==> config.mk <==
export PLATFORM = sky130hd
export DESIGN_NAME = axil_adder_slave
export DESIGN_NICKNAME = d
export VERILOG_FILES = /design/src/rtl/axil_adder_pkg.sv /design/src/rtl/axil_adder_pipe.sv /design/src/rtl/axil_adder_slave.sv
export SDC_FILE = /design/constraint.sdc
export NUM_CORES = 1
export LEC_CHECK = 0
export BUFFER_PORTS_ARGS = -buffer_cell sky130_fd_sc_hd__buf_2
export CORE_UTILIZATION = 49
export DETAILED_ROUTE_END_ITERATION = 6
export PLACE_DENSITY = 0.65
export SYNTH_ARGS = -nofsm -noshare
export SYNTH_HDL_FRONTEND = slang
export SYNTH_HIERARCHICAL = 1
export SYNTH_SLANG_ARGS = --single-unit
==> constraint.sdc <==
create_clock -name clk -period 2.8 [get_ports clk]
set_input_delay 0 -clock clk [delete_from_list [all_inputs] [get_ports clk]]
set_output_delay 0 -clock clk [all_outputs]
set_load 0.01 [all_outputs]
==> src/rtl/axil_adder_pkg.sv <==
// Shared definitions for the AXI4-Lite adder slave: register offsets, response codes,
// control FSM states and the byte-strobe merge helper.
package axil_adder_pkg;

  localparam logic [7:0] ADDR_CTRL  = 8'h00;
  localparam logic [7:0] ADDR_IER   = 8'h04;
  localparam logic [7:0] ADDR_A     = 8'h10;
  localparam logic [7:0] ADDR_B     = 8'h18;
  localparam logic [7:0] ADDR_C     = 8'h20;
  localparam logic [7:0] ADDR_CARRY = 8'h24;
  localparam logic [7:0] ADDR_COUNT = 8'h28;

  localparam logic [1:0] RESP_OKAY   = 2'b00;
  localparam logic [1:0] RESP_SLVERR = 2'b10;

  typedef enum logic [1:0] {IDLE, BUSY, DONE} state_t;

  function automatic logic [31:0] apply_wstrb(input logic [31:0] old_val,
                                              input logic [31:0] new_val,
                                              input logic [3:0]  strb);
    logic [31:0] res;
    for (int i = 0; i < 4; i++) begin
      res[i*8 +: 8] = strb[i] ? new_val[i*8 +: 8] : old_val[i*8 +: 8];
    end
    return res;
  endfunction

endpackage

==> src/rtl/axil_adder_pipe.sv <==
// LAT-stage registered adder producing a 33-bit {carry, sum}, with a matching valid
// shift register so the result pops out exactly LAT cycles after in_valid.
module axil_adder_pipe #(
  parameter int unsigned LAT = 2,
  parameter int unsigned DW  = 32
) (
  input  logic          clk,
  input  logic          nreset,
  input  logic          in_valid,
  input  logic [DW-1:0] a,
  input  logic [DW-1:0] b,
  output logic          out_valid,
  output logic [DW:0]   sum
);

  logic [LAT-1:0] r_vld;
  logic [DW:0]    r_sum [LAT];

  always_ff @(posedge clk or negedge nreset) begin
    if (!nreset) begin
      r_vld <= '0;
      for (int i = 0; i < LAT; i++) r_sum[i] <= '0;
    end else begin
      r_vld[0] <= in_valid;
      r_sum[0] <= {1'b0, a} + {1'b0, b};
      for (int i = 1; i < LAT; i++) begin
        r_vld[i] <= r_vld[i-1];
        r_sum[i] <= r_sum[i-1];
      end
    end
  end

  assign out_valid = r_vld[LAT-1];
  assign sum       = r_sum[LAT-1];

endmodule

==> src/rtl/axil_adder_slave.sv <==
// AXI4-Lite slave exposing an ap_ctrl-style adder: operands A/B, result C/CARRY,
// a completion counter, a clear-on-read done flag and a level interrupt.
module axil_adder_slave
  import axil_adder_pkg::*;
#(
  parameter int unsigned AW  = 6,
  parameter int unsigned DW  = 32,
  parameter int unsigned LAT = 2
) (
  input  logic            clk,
  input  logic            nreset,
  input  logic            s_axi_awvalid,
  output logic            s_axi_awready,
  input  logic [AW-1:0]   s_axi_awaddr,
  input  logic            s_axi_wvalid,
  output logic            s_axi_wready,
  input  logic [DW-1:0]   s_axi_wdata,
  input  logic [DW/8-1:0] s_axi_wstrb,
  output logic            s_axi_bvalid,
  input  logic            s_axi_bready,
  output logic [1:0]      s_axi_bresp,
  input  logic            s_axi_arvalid,
  output logic            s_axi_arready,
  input  logic [AW-1:0]   s_axi_araddr,
  output logic            s_axi_rvalid,
  input  logic            s_axi_rready,
  output logic [DW-1:0]   s_axi_rdata,
  output logic [1:0]      s_axi_rresp,
  output logic            interrupt
);

  logic            r_aw_held, r_w_held, r_bvalid, r_rvalid;
  logic [AW-1:0]   r_awaddr;
  logic [DW-1:0]   r_wdata, r_rdata, r_a, r_b, r_c, r_count;
  logic [DW/8-1:0] r_wstrb;
  logic [1:0]      r_bresp, r_rresp;
  logic            r_carry, r_ier, r_done;
  state_t          r_state, w_state_next;

  logic            w_aw_hs, w_w_hs, w_wr_do, w_ar_hs, w_rd_ctrl;
  logic [7:0]      w_waddr, w_araddr;
  logic [DW-1:0]   w_wdata, w_rd_data;
  logic [DW/8-1:0] w_wstrb;
  logic [1:0]      w_wr_resp, w_rd_resp;
  logic            w_wr_a, w_wr_b, w_wr_ier, w_start, w_capture;
  logic            w_pipe_valid;
  logic [DW:0]     w_pipe_sum;

  // A channel arriving in the same cycle as its partner is used directly, so the
  // response comes one cycle after the later handshake.
  assign w_aw_hs = s_axi_awvalid & ~r_aw_held;
  assign w_w_hs  = s_axi_wvalid & ~r_w_held;
  assign w_wr_do = (r_aw_held | w_aw_hs) & (r_w_held | w_w_hs) & ~r_bvalid;
  assign w_waddr = 8'(r_aw_held ? r_awaddr : s_axi_awaddr);
  assign w_wdata = r_w_held ? r_wdata : s_axi_wdata;
  assign w_wstrb = r_w_held ? r_wstrb : s_axi_wstrb;

  always_comb begin
    w_wr_a    = 1'b0;
    w_wr_b    = 1'b0;
    w_wr_ier  = 1'b0;
    w_start   = 1'b0;
    w_wr_resp = RESP_OKAY;
    if (w_wr_do) begin
      case (w_waddr)
        ADDR_CTRL:                          w_start  = w_wstrb[0] & w_wdata[0] & (r_state == IDLE);
        ADDR_IER:                           w_wr_ier = 1'b1;
        ADDR_A:                             w_wr_a   = 1'b1;
        ADDR_B:                             w_wr_b   = 1'b1;
        ADDR_C, ADDR_CARRY, ADDR_COUNT:     w_wr_resp = RESP_OKAY;
        default:                            w_wr_resp = RESP_SLVERR;
      endcase
    end
  end

  always_ff @(posedge clk or negedge nreset) begin
    if (!nreset) begin
      r_aw_held <= 1'b0;
      r_awaddr  <= '0;
      r_w_held  <= 1'b0;
      r_wdata   <= '0;
      r_wstrb   <= '0;
      r_bvalid  <= 1'b0;
      r_bresp   <= RESP_OKAY;
    end else begin
      if (w_wr_do) begin
        r_aw_held <= 1'b0;
        r_w_held  <= 1'b0;
        r_bvalid  <= 1'b1;
        r_bresp   <= w_wr_resp;
      end else begin
        if (w_aw_hs) begin
          r_aw_held <= 1'b1;
          r_awaddr  <= s_axi_awaddr;
        end
        if (w_w_hs) begin
          r_w_held <= 1'b1;
          r_wdata  <= s_axi_wdata;
          r_wstrb  <= s_axi_wstrb;
        end
        if (s_axi_bready) r_bvalid <= 1'b0;
      end
    end
  end

  axil_adder_pipe #(
    .LAT (LAT),
    .DW  (DW)
  ) u_pipe (
    .clk       (clk),
    .nreset    (nreset),
    .in_valid  (w_start),
    .a         (r_a),
    .b         (r_b),
    .out_valid (w_pipe_valid),
    .sum       (w_pipe_sum)
  );

  always_comb begin
    w_state_next = r_state;
    w_capture    = 1'b0;
    case (r_state)
      IDLE: if (w_start) w_state_next = BUSY;
      BUSY: begin
        if (w_pipe_valid) begin
          w_state_next = DONE;
          w_capture    = 1'b1;
        end
      end
      DONE:    w_state_next = IDLE;
      default: w_state_next = IDLE;
    endcase
  end

  assign w_ar_hs   = s_axi_arvalid & ~r_rvalid;
  assign w_araddr  = 8'(s_axi_araddr);
  assign w_rd_ctrl = w_ar_hs & (w_araddr == ADDR_CTRL);

  always_ff @(posedge clk or negedge nreset) begin
    if (!nreset) begin
      r_state <= IDLE;
      r_a     <= '0;
      r_b     <= '0;
      r_ier   <= 1'b0;
      r_c     <= '0;
      r_carry <= 1'b0;
      r_count <= '0;
      r_done  <= 1'b0;
    end else begin
      r_state <= w_state_next;
      if (w_wr_a) r_a <= apply_wstrb(r_a, w_wdata, w_wstrb);
      if (w_wr_b) r_b <= apply_wstrb(r_b, w_wdata, w_wstrb);
      if (w_wr_ier && w_wstrb[0]) r_ier <= w_wdata[0];
      if (w_capture) begin
        r_c     <= w_pipe_sum[DW-1:0];
        r_carry <= w_pipe_sum[DW];
        r_count <= r_count + DW'(1);
      end
      // A done-set wins over a coincident clear-on-read.
      if (w_capture) r_done <= 1'b1;
      else if (w_rd_ctrl) r_done <= 1'b0;
    end
  end

  always_comb begin
    w_rd_data = '0;
    w_rd_resp = RESP_OKAY;
    case (w_araddr)
      ADDR_CTRL:  w_rd_data[2:0] = {r_state == IDLE, r_done, r_state == BUSY};
      ADDR_IER:   w_rd_data[0]   = r_ier;
      ADDR_A:     w_rd_data      = r_a;
      ADDR_B:     w_rd_data      = r_b;
      ADDR_C:     w_rd_data      = r_c;
      ADDR_CARRY: w_rd_data[0]   = r_carry;
      ADDR_COUNT: w_rd_data      = r_count;
      default:    w_rd_resp      = RESP_SLVERR;
    endcase
  end

  always_ff @(posedge clk or negedge nreset) begin
    if (!nreset) begin
      r_rvalid <= 1'b0;
      r_rdata  <= '0;
      r_rresp  <= RESP_OKAY;
    end else if (w_ar_hs) begin
      r_rvalid <= 1'b1;
      r_rdata  <= w_rd_data;
      r_rresp  <= w_rd_resp;
    end else if (s_axi_rready) begin
      r_rvalid <= 1'b0;
    end
  end

  assign s_axi_awready = ~r_aw_held;
  assign s_axi_wready  = ~r_w_held;
  assign s_axi_bvalid  = r_bvalid;
  assign s_axi_bresp   = r_bresp;
  assign s_axi_arready = ~r_rvalid;
  assign s_axi_rvalid  = r_rvalid;
  assign s_axi_rdata   = r_rdata;
  assign s_axi_rresp   = r_rresp;
  assign interrupt     = r_done & r_ier;

endmodule

Yosys cells after proc, flatten, opt, wreduce, memory -nomap -nowiden
Index checks and enable logic that the tools add are counted.
{ "word_totals": {"memories": 0, "in_bits": 55, "latch_bits": 0, "output_inout_bits": 42, "mem_bits_ro": 0, "wordCells": 113, "ram_bits": 0, "ff_bits": 283} }
{ "classes": {"magnitude_cmp": 0, "multipliers": 0, "reduce_logical": 22, "add_sub_neg": 2, "muxes": 31, "n_shift": 0, "bitwise": 16, "n_div": 0, "n_eq_ne": 15} }
{ "op_table": {"columns": ["op", "count"], "rows": [
  ["29-bit case mux with 4 select lines", 1],
  ["6-bit == test (second input constant)", 6],
  ["32-bit by 32-bit adder with 33-bit output", 1],
  ["32-bit by 1-bit adder with 32-bit output (second input constant)", 1],
  ["32-bit 2-to-1 mux", 1],
  ["6-bit by 5-bit == test with 1-bit output (second input constant)", 4],
  ["2-bit AND reduction", 11],
  ["1-bit 2-to-1 mux", 20],
  ["8-bit zero test", 2],
  ["7-bit OR reduction", 2],
  ["6-bit by 3-bit == test with 1-bit output (second input constant)", 2],
  ["2-bit case mux with 5 select lines", 1],
  ["2-bit nonzero test", 5],
  ["1-bit bitwise AND", 9],
  ["2-bit 2-to-1 mux", 4],
  ["1-bit case mux with 7 select lines", 1],
  ["6-bit 2-to-1 mux", 1],
  ["1-bit inverter", 5],
  ["4-bit 2-to-1 mux", 1],
  ["2-bit by 1-bit inequality test with 1-bit output (second input constant)", 2],
  ["2-bit case mux with 2 select lines", 1],
  ["2-bit by 1-bit == test with 1-bit output (second input constant)", 1],
  ["2-bit zero test", 1],
  ["1-bit OR", 2],
  ["1-bit logical AND", 1]
]} }

Depth between registers and ports, before layout
{ "depth": {"word_depth": 8, "ltp_mapped": 8, "mapped_depth_nobuf": 8} }

Cells and area by module
Netlist, hierarchy kept.
{ "by_module_without_submodules": {"columns": ["module", "seq_area_each_um2", "area_each_um2", "n_inst", "cells_each"], "rows": [
  ["axil_adder_slave", 5330.1, 9788.1, 1, 843],
  ["axil_adder_pipe", 1701.6, 3844.9, 1, 365]
]} }

Worst setup path before layout
OpenSTA, ideal clock, no wires.
{ "synth_path": {"path_type": "reg2reg", "start": "reg r_a[0]", "end": "reg u_pipe/r_sum[65] (netlist name)", "synth_period_minus_slack_ns": 2.415, "required_time_ns": 2.680, "stages_incl_launch_ff": 9, "n_path_buf": 0, "arrival_ns": 2.294, "path_slack_ns": 0.385, "setup_ns": 0.120, "cell_sequence": "dfrtp_1 > ha_1 > fa_1 > a211oi_1 > o21ai_0 > o211a_1 > o21ai_2 > o211ai_1 > a31o_2"} }
{ "synth_via": {"elab_chain_cells": 1} }
{ "synth_rtl": {"columns": ["element", "line", "rtl"], "rows": [
  ["start, declared", "axil_adder_slave.sv:34", "logic [DW-1:0] r_wdata, r_rdata, r_a, r_b, r_c, r_count;"],
  ["start signal, assigned", "axil_adder_slave.sv:151", "if (w_wr_a) r_a <= apply_wstrb(r_a, w_wdata, w_wstrb);"],
  ["32-bit by 32-bit adder with 33-bit output", "axil_adder_pipe.sv:25", "r_sum[0] <= {1'b0, a} + {1'b0, b};"],
  ["end signal, assigned by index", "axil_adder_pipe.sv:28", "r_sum[i] <= r_sum[i-1];"],
  ["end, declared", "axil_adder_pipe.sv:17", "logic [DW:0] r_sum [LAT];"]
]} }
No other way between the ends.
A chain may end at the register's enable or synchronous reset.

Final worst setup path
{ "layout_path": {"start": "reg r_a[0]", "end": "reg u_pipe/r_sum[57] (netlist name)"} }
Same word-level chain as after synthesis.

==> flow_results.xml <==
<?xml version="1.0" encoding="UTF-8"?>
<metrics>
  <group name="drt">
    <metric name="routed-via-count" unit="">10008</metric>
    <metric name="ant_nets" unit="">0</metric>
    <metric name="first_iter_violations" unit="">783</metric>
    <metric name="wl_per_cell" unit="um">19.8</metric>
    <metric name="detail_route.first_pass.iterations" unit="">5</metric>
    <metric name="detail_route.vias_per_cell" unit="">5.81</metric>
    <metric name="drc" unit="">0</metric>
    <metric name="drt-total-wl" unit="mm">34.1</metric>
  </group>
  <group name="setup_path">
    <metric name="endpoint_of_the_worst_slack_reg_to_reg_timing_path" unit="">u_pipe/r_sum[57]</metric>
    <metric name="crit_path_start" unit="">r_a[0]</metric>
    <metric name="critical_path.endpoint_type" unit="">register</metric>
    <metric name="worst_ep_required_time" unit="ps">3280</metric>
    <metric name="flop_to_flop_setup_slack" unit="ps">160</metric>
    <metric name="worst_setup_path_start_kind" unit="">register</metric>
    <metric name="crit_type" unit="">register to register</metric>
    <metric name="regToRegStartpoint" unit="">r_a[0]</metric>
    <metric name="worst_path_arrival" unit="ps">3110</metric>
    <metric name="critPathMaxFanout" unit="">4</metric>
    <metric name="worst_r2r_path_depth" unit="">9</metric>
    <metric name="worstSetupEndpoint" unit="">u_pipe/r_sum[57]</metric>
  </group>
  <group name="timing">
    <metric name="grt_setup_unrepaired" unit="">false</metric>
    <metric name="setup_tns" unit="ps">0</metric>
    <metric name="timing.final.ws_setup" unit="ps">163</metric>
    <metric name="timing_max_transition_violations_final" unit="">0</metric>
    <metric name="clock_skew" unit="ps">13.5</metric>
    <metric name="layout_worst_path_cycle_share" unit="">0.942</metric>
    <metric name="max_slew.worst_pin.slew" unit="ps">859</metric>
    <metric name="max-slew-margin-rel" unit="">0.427</metric>
    <metric name="max_freq" unit="GHz">0.379</metric>
    <metric name="finalSetupViolCount" unit="">0</metric>
    <metric name="final-hold-violation-count" unit="">0</metric>
    <metric name="final.min_clock_period" unit="ps">2640</metric>
  </group>
  <group name="die">
    <metric name="die_h" unit="um">169</metric>
    <metric name="core.rowCount" unit="">60</metric>
    <metric name="chip_width" unit="um">169</metric>
    <metric name="ios" unit="">97</metric>
    <metric name="floorplan.die_area" unit="um2">28500</metric>
    <metric name="core-area" unit="um2">27100</metric>
    <metric name="floorplan.initialDensity" unit="">0.503</metric>
  </group>
  <group name="clocking">
    <metric name="clock_latency" unit="ps">550</metric>
    <metric name="cts_max_path_buffers" unit="">3</metric>
    <metric name="cts.repair.resized" unit="">0</metric>
    <metric name="tritoncts.num_buffers" unit="">29</metric>
    <metric name="cts-htree-levels" unit="">1</metric>
    <metric name="cts.clk_slew.worst_paths" unit="ps">60</metric>
    <metric name="clock_tree_from_tritoncts" unit="">yes</metric>
    <metric name="number_of_buffers_inserted_by_post_cts_setup_repair" unit="">0</metric>
    <metric name="cts_sinks" unit="">281</metric>
    <metric name="ctsRootBufferMaster" unit="">clkbuf_16</metric>
  </group>
  <group name="cells_and_area">
    <metric name="post_route_cells_drive_above_1_share" unit="">0.266</metric>
    <metric name="area_growth_syn_to_layout" unit="%">17.3</metric>
    <metric name="antenna-diode-count" unit="">0</metric>
    <metric name="final.fill_count" unit="">2268</metric>
    <metric name="layout.cells.most_common_list" unit="">dfrtp_1, nand2_1, mux2_2, nand3_1, buf_2</metric>
    <metric name="finish.net_count" unit="">1421</metric>
    <metric name="final_common_cell" unit="">dfrtp_1</metric>
    <metric name="finish.utilization" unit="">0.590</metric>
  </group>
  <group name="power_and_ir_drop">
    <metric name="power.density" unit="nW/um2">864</metric>
    <metric name="vdd_drop_max" unit="uV">968</metric>
    <metric name="power_leakage" unit="nW">7.56</metric>
  </group>
  <group name="yosys">
    <metric name="synthFlopType" unit="">dfrtp_1</metric>
    <metric name="synth_top_family_by_area" unit="">simple AND/OR/NAND/NOR gates</metric>
    <metric name="synth.yosys.warnings" unit="">6</metric>
    <metric name="synthesis.area" unit="um2">13600</metric>
    <metric name="synth_xor_area_frac" unit="">0.0392</metric>
    <metric name="adder_cell_fraction_of_synth_area" unit="">0.0318</metric>
    <metric name="synthesis.area_per_instance" unit="um2">11.3</metric>
    <metric name="synth_edf_count" unit="">0</metric>
    <metric name="synth_simple_gate_area_frac" unit="">0.142</metric>
    <metric name="ys_ff_latch" unit="">281</metric>
    <metric name="ys_async_sr_fraction" unit="">1.00</metric>
    <metric name="seq_area_frac_synth" unit="">0.516</metric>
    <metric name="synthesis.instances" unit="">1208</metric>
    <metric name="fraction_of_the_mapped_netlist_area_in_compound_gates" unit="">0.107</metric>
    <metric name="synth.area.mux_share" unit="">0.121</metric>
    <metric name="netlist-cell-type-count" unit="">80</metric>
  </group>
  <group name="global_route">
    <metric name="track_usage" unit="">0.244</metric>
    <metric name="grt_pass1_wl" unit="mm">54.7</metric>
    <metric name="grt_pass1_vias" unit="">9962</metric>
    <metric name="grt-ovfl-total" unit="">0</metric>
    <metric name="grt_max_degree" unit="">106</metric>
    <metric name="grt_antenna_before_repair" unit="">0</metric>
  </group>
  <group name="placement">
    <metric name="numPortBuffers" unit="">94</metric>
    <metric name="gp_routability_congestion" unit="">0.889</metric>
    <metric name="dp.final_hpwl" unit="mm">23.1</metric>
    <metric name="preCtsSetupSlack" unit="ps">199</metric>
  </group>
  <group name="run_status">
    <metric name="status" unit="">complete, no violations</metric>
  </group>
  <group name="run">
    <metric name="max_cap_viol_count" unit="">0</metric>
  </group>
  <group name="min_path">
    <metric name="holdCritPathClass" unit="">primary input to register</metric>
  </group>
</metrics>
## routing by layer
metal | wire length (um) | global-route usage
met1 | 16100 | 0.364
met2 | 15400 | 0.382
met3 | 1970 | 0.0330
met4 | 576 | 0.0514
met5 | 0 | 0
## report_power, final
| group | internal, W | switching [W] |
|---|---|---|
| logic | 0.00190 | 0.00218 |
| registers | 0.00503 | 0.000695 |
| clock network | 0.00242 | 0.00159 |
## worst min-delay path by stage
| stage | startpoint | to | cells past startpoint |
|---|---|---|---|
| after detailed placement | nreset | r_wdata[0] | 1 |
| final | s_axi_araddr[4] | s_axi_rdata[1] | 4 |
| after global placement | nreset | r_wdata[1] | 1 |
| after CTS | s_axi_araddr[4] | s_axi_rdata[1] | 4 |
| after global routing | s_axi_araddr[4] | s_axi_rdata[1] | 4 |
| after floorplan | nreset | r_a[0] | 0 |
## worst max-delay path, cell delays in order (launching register included)
cell and delay (ps):
dfrtp_1 390, ha_1 250, fa_1 430, a211oi_1 260
o21ai_0 170, buf_4 190, o2111ai_1 190, nand3_1 230
a21boi_0 280, xnor2_1 140
## registers in the layout, indices dropped and copies added (netlist names), 2 cells and up
register,count
u_pipe/sum,33
r_state,2
r_wdata,32
u_pipe/r_vld,2
r_c,32
s_axi_rdata,32
r_b,32
r_awaddr,6
r_wstrb,4
r_count,32
u_pipe/r_sum,33
r_a,32
## cell families (layout without fill, tap and decap cells)
family	Yosys count	after routing
compound gates	198	198
xor+xnor	61	61
fa+ha+maj	34	34
buf+inv	109	252
flops	281	281
mux	147	147
other cells	1	2
simple gates	377	377
## timing repair
item,in CTS,in global routing
endpoints found under the setup margin,0,0
endpoints found under the hold margin,218,0
hold buffers,57,0
## stage by stage
step | cell area [um2] | hold slack, ps | total power, W | std cells
after floorplan | 13600 | -296 | 0.00869 | 1209
after global routing | 16000 | 76.9 | 0.0145 | 1724
after CTS | 16000 | 8.14 | 0.0139 | 1724
after detailed placement | 14400 | 119 | 0.00974 | 1616
final | 16000 | 30.0 | 0.0138 | 1724
after global placement | 14400 | 124 | 0.00964 | 1616
## cell type report
class	instances	area (um2)	share of cell area
clock buffer	39	823	0.0515
clock inverter	12	169	0.0106
inverter	14	52.6	0.00329
multi-input combinational	819	6050	0.379
sequential	281	7030	0.440
tap	372	465	0.0291
timing repair buffer	187	1400	0.0873
## synthesized netlist by cell type, drive strengths merged (4+ instances only)
cell type | number | area, um2
nand2 | 144 | 541
dfrtp | 281 | 7030
ha | 33 | 413
a21oi | 36 | 184
a211oi | 5 | 42.5
and3 | 8 | 50.1
o21a | 7 | 52.6
nand3 | 111 | 556
buf | 49 | 347
nor4 | 11 | 165
xor2 | 16 | 140
clkbuf | 45 | 179
o21bai | 5 | 37.5
inv | 14 | 52.6
nand2b | 6 | 40.0
mux2i | 7 | 70.1
o211ai | 10 | 75.1
nor2 | 29 | 109
mux2 | 140 | 1580
xnor2 | 45 | 394
a31oi | 36 | 240
and2 | 12 | 76.3
nand4 | 17 | 106
nor4b | 6 | 67.6
nand3b | 4 | 30.0
o21ai | 25 | 129
a221o | 30 | 302
nor3 | 10 | 50.1
a21o | 16 | 128
No activity file was read; power rests on OpenSTA's default activity.
